**src/rtl/fetch_stage.sv**
```systemverilog
`default_nettype none
// ============================================================================
// fetch_stage : IF stage - PC, req/gnt/rvalid imem handshake, IF/ID register.
// Optional counters under FETCH_PERF_CNT_EN.            Revision: 1.0
// ============================================================================
module fetch_stage #(
    parameter int                ADDR_W   = 32,
    parameter logic [ADDR_W-1:0] RESET_PC = '0
) (
    input  logic              clk,
    input  logic              rst,
    input  logic              freeze,
    input  logic              branch_taken,
    input  logic [ADDR_W-1:0] branch_addr,
    output logic              imem_req,
    output logic [ADDR_W-1:0] imem_addr,
    input  logic              imem_gnt,
    input  logic              imem_rvalid,
    input  logic [31:0]       imem_rdata,
    output logic              id_valid,
    output logic [ADDR_W-1:0] id_pc,
    output logic [31:0]       id_instr
`ifdef FETCH_PERF_CNT_EN
    ,
    output logic [31:0]       stall_cycles,
    output logic [15:0]       flush_count
`endif
);

    localparam logic [1:0] S_REQ  = 2'd0;
    localparam logic [1:0] S_WAIT = 2'd1;
    localparam logic [1:0] S_HOLD = 2'd2;
    localparam logic [1:0] S_DROP = 2'd3;

    logic [1:0]        state_q, state_d;
    logic [ADDR_W-1:0] pc_q, pc_d;
    logic              req_q, req_d;
    logic [31:0]       hold_q, hold_d;
    logic              id_valid_q, id_valid_d;
    logic [ADDR_W-1:0] id_pc_q, id_pc_d;
    logic [31:0]       id_instr_q, id_instr_d;

    logic              w_accept;
    logic              w_deliver;
    logic              w_capture;
    logic              w_hold_exit;
    logic [31:0]       w_instr;
    logic [ADDR_W-1:0] w_pc_inc;

    // req_q is low for the first cycle after reset, so no grant is honoured then
    assign w_accept  = req_q & imem_gnt;
    assign w_pc_inc  = pc_q + ADDR_W'(4);
    assign imem_req  = req_q;
    assign imem_addr = pc_q;
    assign id_valid  = id_valid_q;
    assign id_pc     = id_pc_q;
    assign id_instr  = id_instr_q;

    always_ff @(posedge clk or negedge rst) begin
        if (!rst) begin
            state_q <= S_REQ;
        end else begin
            state_q <= state_d;
        end
    end

    always_comb begin
        state_d = state_q;
        case (state_q)
            S_REQ: begin
                if (w_accept) begin
                    state_d = branch_taken ? S_DROP : S_WAIT;
                end
            end
            S_WAIT: begin
                if (imem_rvalid) begin
                    state_d = (branch_taken || !freeze) ? S_REQ : S_HOLD;
                end else if (branch_taken) begin
                    state_d = S_DROP;
                end
            end
            S_HOLD: begin
                if (branch_taken || !freeze) begin
                    state_d = S_REQ;
                end
            end
            S_DROP: begin
                if (imem_rvalid) begin
                    state_d = S_REQ;
                end
            end
            default: state_d = S_REQ;
        endcase
    end

    always_comb begin
        w_hold_exit = (state_q == S_HOLD) && (branch_taken || !freeze);
        w_capture   = (state_q == S_WAIT) && imem_rvalid && freeze && !branch_taken;
        w_deliver   = !branch_taken && !freeze &&
                      (((state_q == S_WAIT) && imem_rvalid) || (state_q == S_HOLD));
        w_instr     = (state_q == S_HOLD) ? hold_q : imem_rdata;
        req_d       = (state_d == S_REQ);

        pc_d = pc_q;
        if (branch_taken) begin
            pc_d = branch_addr;
        end else if (w_deliver) begin
            pc_d = w_pc_inc;
        end

        hold_d = hold_q;
        if (w_capture) begin
            hold_d = imem_rdata;
        end else if (w_hold_exit) begin
            hold_d = '0;
        end

        id_valid_d = id_valid_q;
        id_pc_d    = id_pc_q;
        id_instr_d = id_instr_q;
        if (branch_taken) begin
            id_valid_d = 1'b0;
            id_pc_d    = '0;
            id_instr_d = '0;
        end else if (freeze) begin
            id_valid_d = id_valid_q;
        end else if (w_deliver) begin
            id_valid_d = 1'b1;
            id_pc_d    = w_pc_inc;
            id_instr_d = w_instr;
        end else begin
            id_valid_d = 1'b0;
            id_instr_d = '0;
        end
    end

    always_ff @(posedge clk or negedge rst) begin
        if (!rst) begin
            pc_q       <= RESET_PC;
            req_q      <= 1'b0;
            hold_q     <= '0;
            id_valid_q <= 1'b0;
            id_pc_q    <= '0;
            id_instr_q <= '0;
        end else begin
            pc_q       <= pc_d;
            req_q      <= req_d;
            hold_q     <= hold_d;
            id_valid_q <= id_valid_d;
            id_pc_q    <= id_pc_d;
            id_instr_q <= id_instr_d;
        end
    end

`ifdef FETCH_PERF_CNT_EN
    logic [31:0] stall_q;
    logic [15:0] flush_q;

    always_ff @(posedge clk or negedge rst) begin
        if (!rst) begin
            stall_q <= '0;
            flush_q <= '0;
        end else begin
            if (freeze && !branch_taken && (stall_q != '1)) begin
                stall_q <= stall_q + 32'd1;
            end
            if (branch_taken && (flush_q != '1)) begin
                flush_q <= flush_q + 16'd1;
            end
        end
    end

    assign stall_cycles = stall_q;
    assign flush_count  = flush_q;
`endif

endmodule
`default_nettype wire

```
**config.mk**
```make
export PLATFORM = sky130hd
export DESIGN_NAME = fetch_stage
export DESIGN_NICKNAME = d
export VERILOG_FILES = /design/src/rtl/fetch_stage.sv
export SDC_FILE = /design/constraint.sdc
export NUM_CORES = 1
export LEC_CHECK = 0
export ABC_AREA = 1
export CORE_ASPECT_RATIO = 1.5
export CORE_MARGIN = 4
export CORE_UTILIZATION = 43
export DETAILED_ROUTE_END_ITERATION = 12
export PLACE_DENSITY = 0.83
export SLEW_MARGIN = 20
export SYNTH_ARGS = -nofsm -noshare
export SYNTH_HDL_FRONTEND = slang
export SYNTH_SLANG_ARGS = --single-unit
```
**constraint.sdc**
```tcl
create_clock -name clk -period 2.5 [get_ports clk]
set_clock_uncertainty 0.2 [all_clocks]
set_input_delay 0.5 -clock clk [delete_from_list [all_inputs] [get_ports clk]]
set_output_delay 0.5 -clock clk [all_outputs]
set_load 0.01 [all_outputs]
```
# --- After elaboration in Yosys (flattened, before gate mapping) ---
# Cells that the tools add are included.
totals:
  regBits: 132
  input_bits: 70
  output_inout_bits: 98
  word_cells: 49
classes:
  n_addsub: 1
  n_eq_ne: 4
  n_mux: 21
  bitwise: 1
  n_reduce_logical: 15
op_table:
  columns: ["cell", "count"]
  rows:
  - ["two-way mux 32 bit", 10]
  - ["adder 32 x 3 -> 32 bit, second input constant", 1]
  - ["two-way mux 2 bit", 7]
  - ["one-hot mux 2 bit (4 select lines)", 1]
  - ["logical AND 1 bit", 6]
  - ["== test 2 bit, second input constant", 2]
  - ["logical NOT 2 bit", 2]
  - ["nonzero test 2 bit", 2]
  - ["two-way mux 1 bit", 3]
  - ["== test 2 x 1 -> 1 bit, second input constant", 1]
  - ["logical NOT 1 bit", 2]
  - ["logical OR 1 bit", 2]
  - ["!= test 2 x 1 -> 1 bit, second input constant", 1]
  - ["AND reduction 2 bit", 1]
  - ["bitwise AND 1 bit", 1]

# --- Depth between registers and ports, before layout ---
logic_depth:
  ltp_word: 7
  depth_mapped: 10
  ltp_nobuf: 10

# --- Worst setup path after synthesis ---
# OpenSTA, ideal clock, no wires.
synth_path:
  kind: "register to register"
  start: "register pc_q[3] (netlist: imem_addr[3])"
  end: "register id_pc_q[30] (netlist: id_pc[30])"
  setup_ns: 0.118
  arrival_time_ns: 1.365
  required_ns: 2.182
  path_slack_ns: 0.817
  stages_incl_launch_ff: 11
  n_path_buf: 0
  period_less_slack_ns: 1.683
  cell_sequence: "dfrtp_1 ha_1 nand2_1 nor2_1 nand2_2 nor2_4 nand2_1 nand2_1 nand2_1 nand2_1 nand2_1"
synth_via:
  elab_chain_cells: 4
synth_rtl:
  columns: ["item", "line", "text"]
  rows:
  - ["start, declared", "36", "logic [ADDR_W-1:0] pc_q, pc_d;"]
  - ["start signal, assigned", "146", "pc_q <= pc_d;"]
  - ["adder 32 x 3 -> 32 bit", "52", "assign w_pc_inc = pc_q + ADDR_W'(4);"]
  - ["two-way mux 32 bit", "127", "end else if (w_deliver) begin"]
  - ["two-way mux 32 bit", "125", "end else if (freeze) begin"]
  - ["two-way mux 32 bit", "121", "if (branch_taken) begin"]
  - ["end signal, assigned", "150", "id_pc_q <= id_pc_d;"]
  - ["end, declared", "40", "logic [ADDR_W-1:0] id_pc_q, id_pc_d;"]
# Every way passes these cells. The select of a mux whose other input is x is not followed.
# A chain may end at the register's enable or synchronous reset.

# --- Worst setup path after layout ---
layout_path:
  start: "register pc_q[15] (netlist: imem_addr[15])"
  end: "output imem_addr[15]"
layout_rtl:
  columns: ["item", "line", "text"]
  rows:
  - ["end, declared", "16", "output logic [ADDR_W-1:0] imem_addr,"]
# No word-level cell between the ends.

==> impl_metrics.py <==
metrics = {
    "floorplan": {
        "die-area_sq_mm": 0.01674,
        "start_util_pct": 43.72,
        "io-pin-count": 168,
        "die_w_um": 107.0,
        "core-area_sq_mm": 0.01446,
        "die_h_um": 156.5,
        "rows": 54,
    },
    "logic_synthesis": {
        "syn_area_sq_mm": 0.006321,
        "syn-num-nets": 873,
        "ys_warn_count": 0,
        "yosysSeqAreaShare_pct": 52.26,
        "synth.distinct_cells": 31,
        "postSynthCellCount": 802,
        "synth_seq_cells": 132,
        "synth_area_per_cell_sq_um": 7.882,
    },
    "detailed_routing": {
        "post_drt_wl_per_cell_um": 14.63,
        "totalWireLength_um": 17280,
        "vias_per_cell": 4.947,
        "drc": 0,
        "vias": 5842,
        "dr.pass1.iters": 5,
        "initialDrtViolationCount": 219,
        "detail-route-antenna-nets": 0,
    },
    "status": {
        "status": "complete, no violations",
    },
    "clocking": {
        "postCtsSetupBuffers": 0,
        "cts.sinks": 132,
        "h-tree-depth": 4,
        "cts_tree": "done",
        "cts-hold-fix-buffers": 1,
        "clk_pin_slew_worst_paths_ns": 0.06,
        "clockBufferDepth": 2,
        "root_buffer": "clkbuf_16",
        "worstSkewPairLatency_ns": 0.40,
        "cts_resized": 0,
        "cts_buffers": 17,
    },
    "timing": {
        "layout_min_cycle_time_ns": 2.177,
        "fin_crit_sh_pct": 87.08,
        "clock.fmax_ghz": 0.4593,
        "rsz0062_at_grt": "no",
        "tightest_slew_ns": 0.5002,
        "fin_setup_tns_ns": 0,
        "setup_viol": 0,
        "max_slew_margin_pct": 66.65,
        "hold_viol_final": 0,
        "maxSlewViolCount": 0,
        "hold-worst-slack_ns": 0.2767,
    },
    "worst_setup_path": {
        "crit_family": "buffers and inverters",
        "timing.rr.end": "id_pc[26]",
        "required_ns": 1.80,
        "cp-start-kind": "flip-flop",
        "critical_path_class": "reg2out",
        "slowest_delay_ns": 0.59,
        "reg2reg_depth": 10,
        "critPathMaxFanout": 6,
        "cpMaxStageDelayCell": "clkdlybuf4s50_1",
        "path_cells": "clkdlybuf4s50_1",
        "path_buf_inv": 1,
        "cp-end-kind": "output pin",
        "r2r_start": "imem_addr[3]",
        "arrival_ns": 1.48,
        "r2r_slack_ns": 0.53,
    },
    "grt": {
        "grt_max_degree": 55,
        "grt.met2_usage_pct": 39.01,
        "met1_usage_pct": 23.44,
        "grt_pass1_wl_um": 28710,
        "grt_pass1_vias": 5898,
        "grt_remaining_overflow": 0,
        "antenna_found_initial": 1,
        "track_usage_pct": 21.57,
        "grtUsageMet3_pct": 4.705,
        "busiest_layer": "met2",
    },
    "placed_design": {
        "io_buffers": 167,
        "gp_congestion": 0.8724,
        "place_area_sq_mm": 0.008262,
        "dpl.hpwl_um": 12540,
    },
    "job": {
        "maxCapViolCount": 0,
    },
    "power_and_ir_drop": {
        "cellPowerDensity_mw_per_mm2": 925.6,
        "ir_drop_v": 0.0005158,
        "p_leak_uw": 0.004447,
    },
    "layout": {
        "layout.nets": 1045,
        "seqCellArea_sq_mm": 0.003303,
        "fin_area_sq_mm": 0.008986,
        "multi_input_area_sq_mm": 0.002434,
        "final_common_cell": "nand2_1",
        "n_fill_cell": 1226,
        "area_delta_synth_final_pct": 42.16,
        "layout-drive-gt1-share_pct": 6.904,
        "final_cell_mix": "nand2_1, clkdlybuf4s50_1, dfrtp_1, inv_1, nand3_1",
        "diodes": 0,
    },
    "hold_path": {
        "hold_depth": 2,
        "worstHoldPathType": "reg2reg",
        "worstHoldStart": "id_instr[30]",
        "min_to": "id_instr[30]",
    },
}
report_power, final:
part           internal, uW  leakage [uW]  switching [uW]
Combinational          1050       0.00235            1190
Sequential             2660       0.00175             409
Clock                  2100      0.000347             910
flip-flops by register name (all words and copies together), names as in the netlist:
name and flops:
imem_req 1, id_instr 32, id_valid 1, state_q 2, imem_addr 32, id_pc 32, hold_q 32
how the worst max path moves through the flow:
stage                   from             to  cells after the start
2_1_floorplan   imem_addr[3]      id_pc[30]                     10
3_3_place_gp    branch_taken   imem_addr[5]                      7
3_5_place_dp    branch_taken       imem_req                      6
4_1_cts        imem_addr[16]  imem_addr[16]                      1
5_1_grt        imem_addr[15]  imem_addr[15]                      1
6_report       imem_addr[15]  imem_addr[15]                      1
cells by family (layout without fill, tap and decap cells):
logic type | Yosys count | in the layout | synth area share, %
simple gates | 420 | 420 | 27.32
buf+inv | 143 | 326 | 9.244
flops | 132 | 132 | 52.26
compound gates | 104 | 104 | 10.71
xor+xnor | 2 | 2 | 0.2772
fa+ha+maj | 1 | 1 | 0.1979
cell usage after synthesis:
cell type	number	share of area (%)
buf_6	1	0.18
nand3_1	45	3.6
o211ai_1	38	4.5
dfrtp_1	132	52
nor2_1	35	2.1
clkbuf_1	6	0.36
nor2_4	4	0.71
nand4_2	1	0.20
or2_2	1	0.099
nor2_2	4	0.40
o21ai_0	17	1.3
ha_1	1	0.20
buf_2	17	1.3
o21ai_2	1	0.14
xnor2_1	1	0.14
a21oi_1	2	0.16
and2_1	3	0.30
o21ai_1	7	0.55
nand3b_1	1	0.12
buf_1	3	0.18
o21bai_1	5	0.59
xor2_1	1	0.14
o21a_1	2	0.24
inv_1	108	6.4
o22ai_1	32	3.2
nand2_1	319	19
nand4_1	1	0.099
inv_2	3	0.18
nor2_8	1	0.32
nand2_2	5	0.49
buf_4	5	0.59
per-layer routing:
metal,wire [um],up-vias,share of wire (%)
met3,795,45,4.6
met1,6386,2741,37
li1,-,2871,-
met5,13,-,0.075
met2,9335,183,54
met4,750,2,4.3
area by class of cell:
cell class                 instances  area share (%)
clock buffer                      18           4.887
tap                              196           2.729
timing repair buffer             185           20.84
inverter                         111           4.637
clock inverter                    12           3.063
sequential                       132           36.76
multi-input combinational        527           27.08
stage by stage:
stage               std cells  util [%]  setup WS, ns  total power (uW)
floorplan                 802         -        0.8169              4224
global placement         1150     57.14        0.2053              5263
detailed placement       1150     57.14        0.1789              5334
CTS                      1181     62.15        0.3174              8390
global route             1181     62.15        0.2592              8793
finish                   1181     62.15        0.3229              8318
No activity file was read; power rests on OpenSTA's default activity.
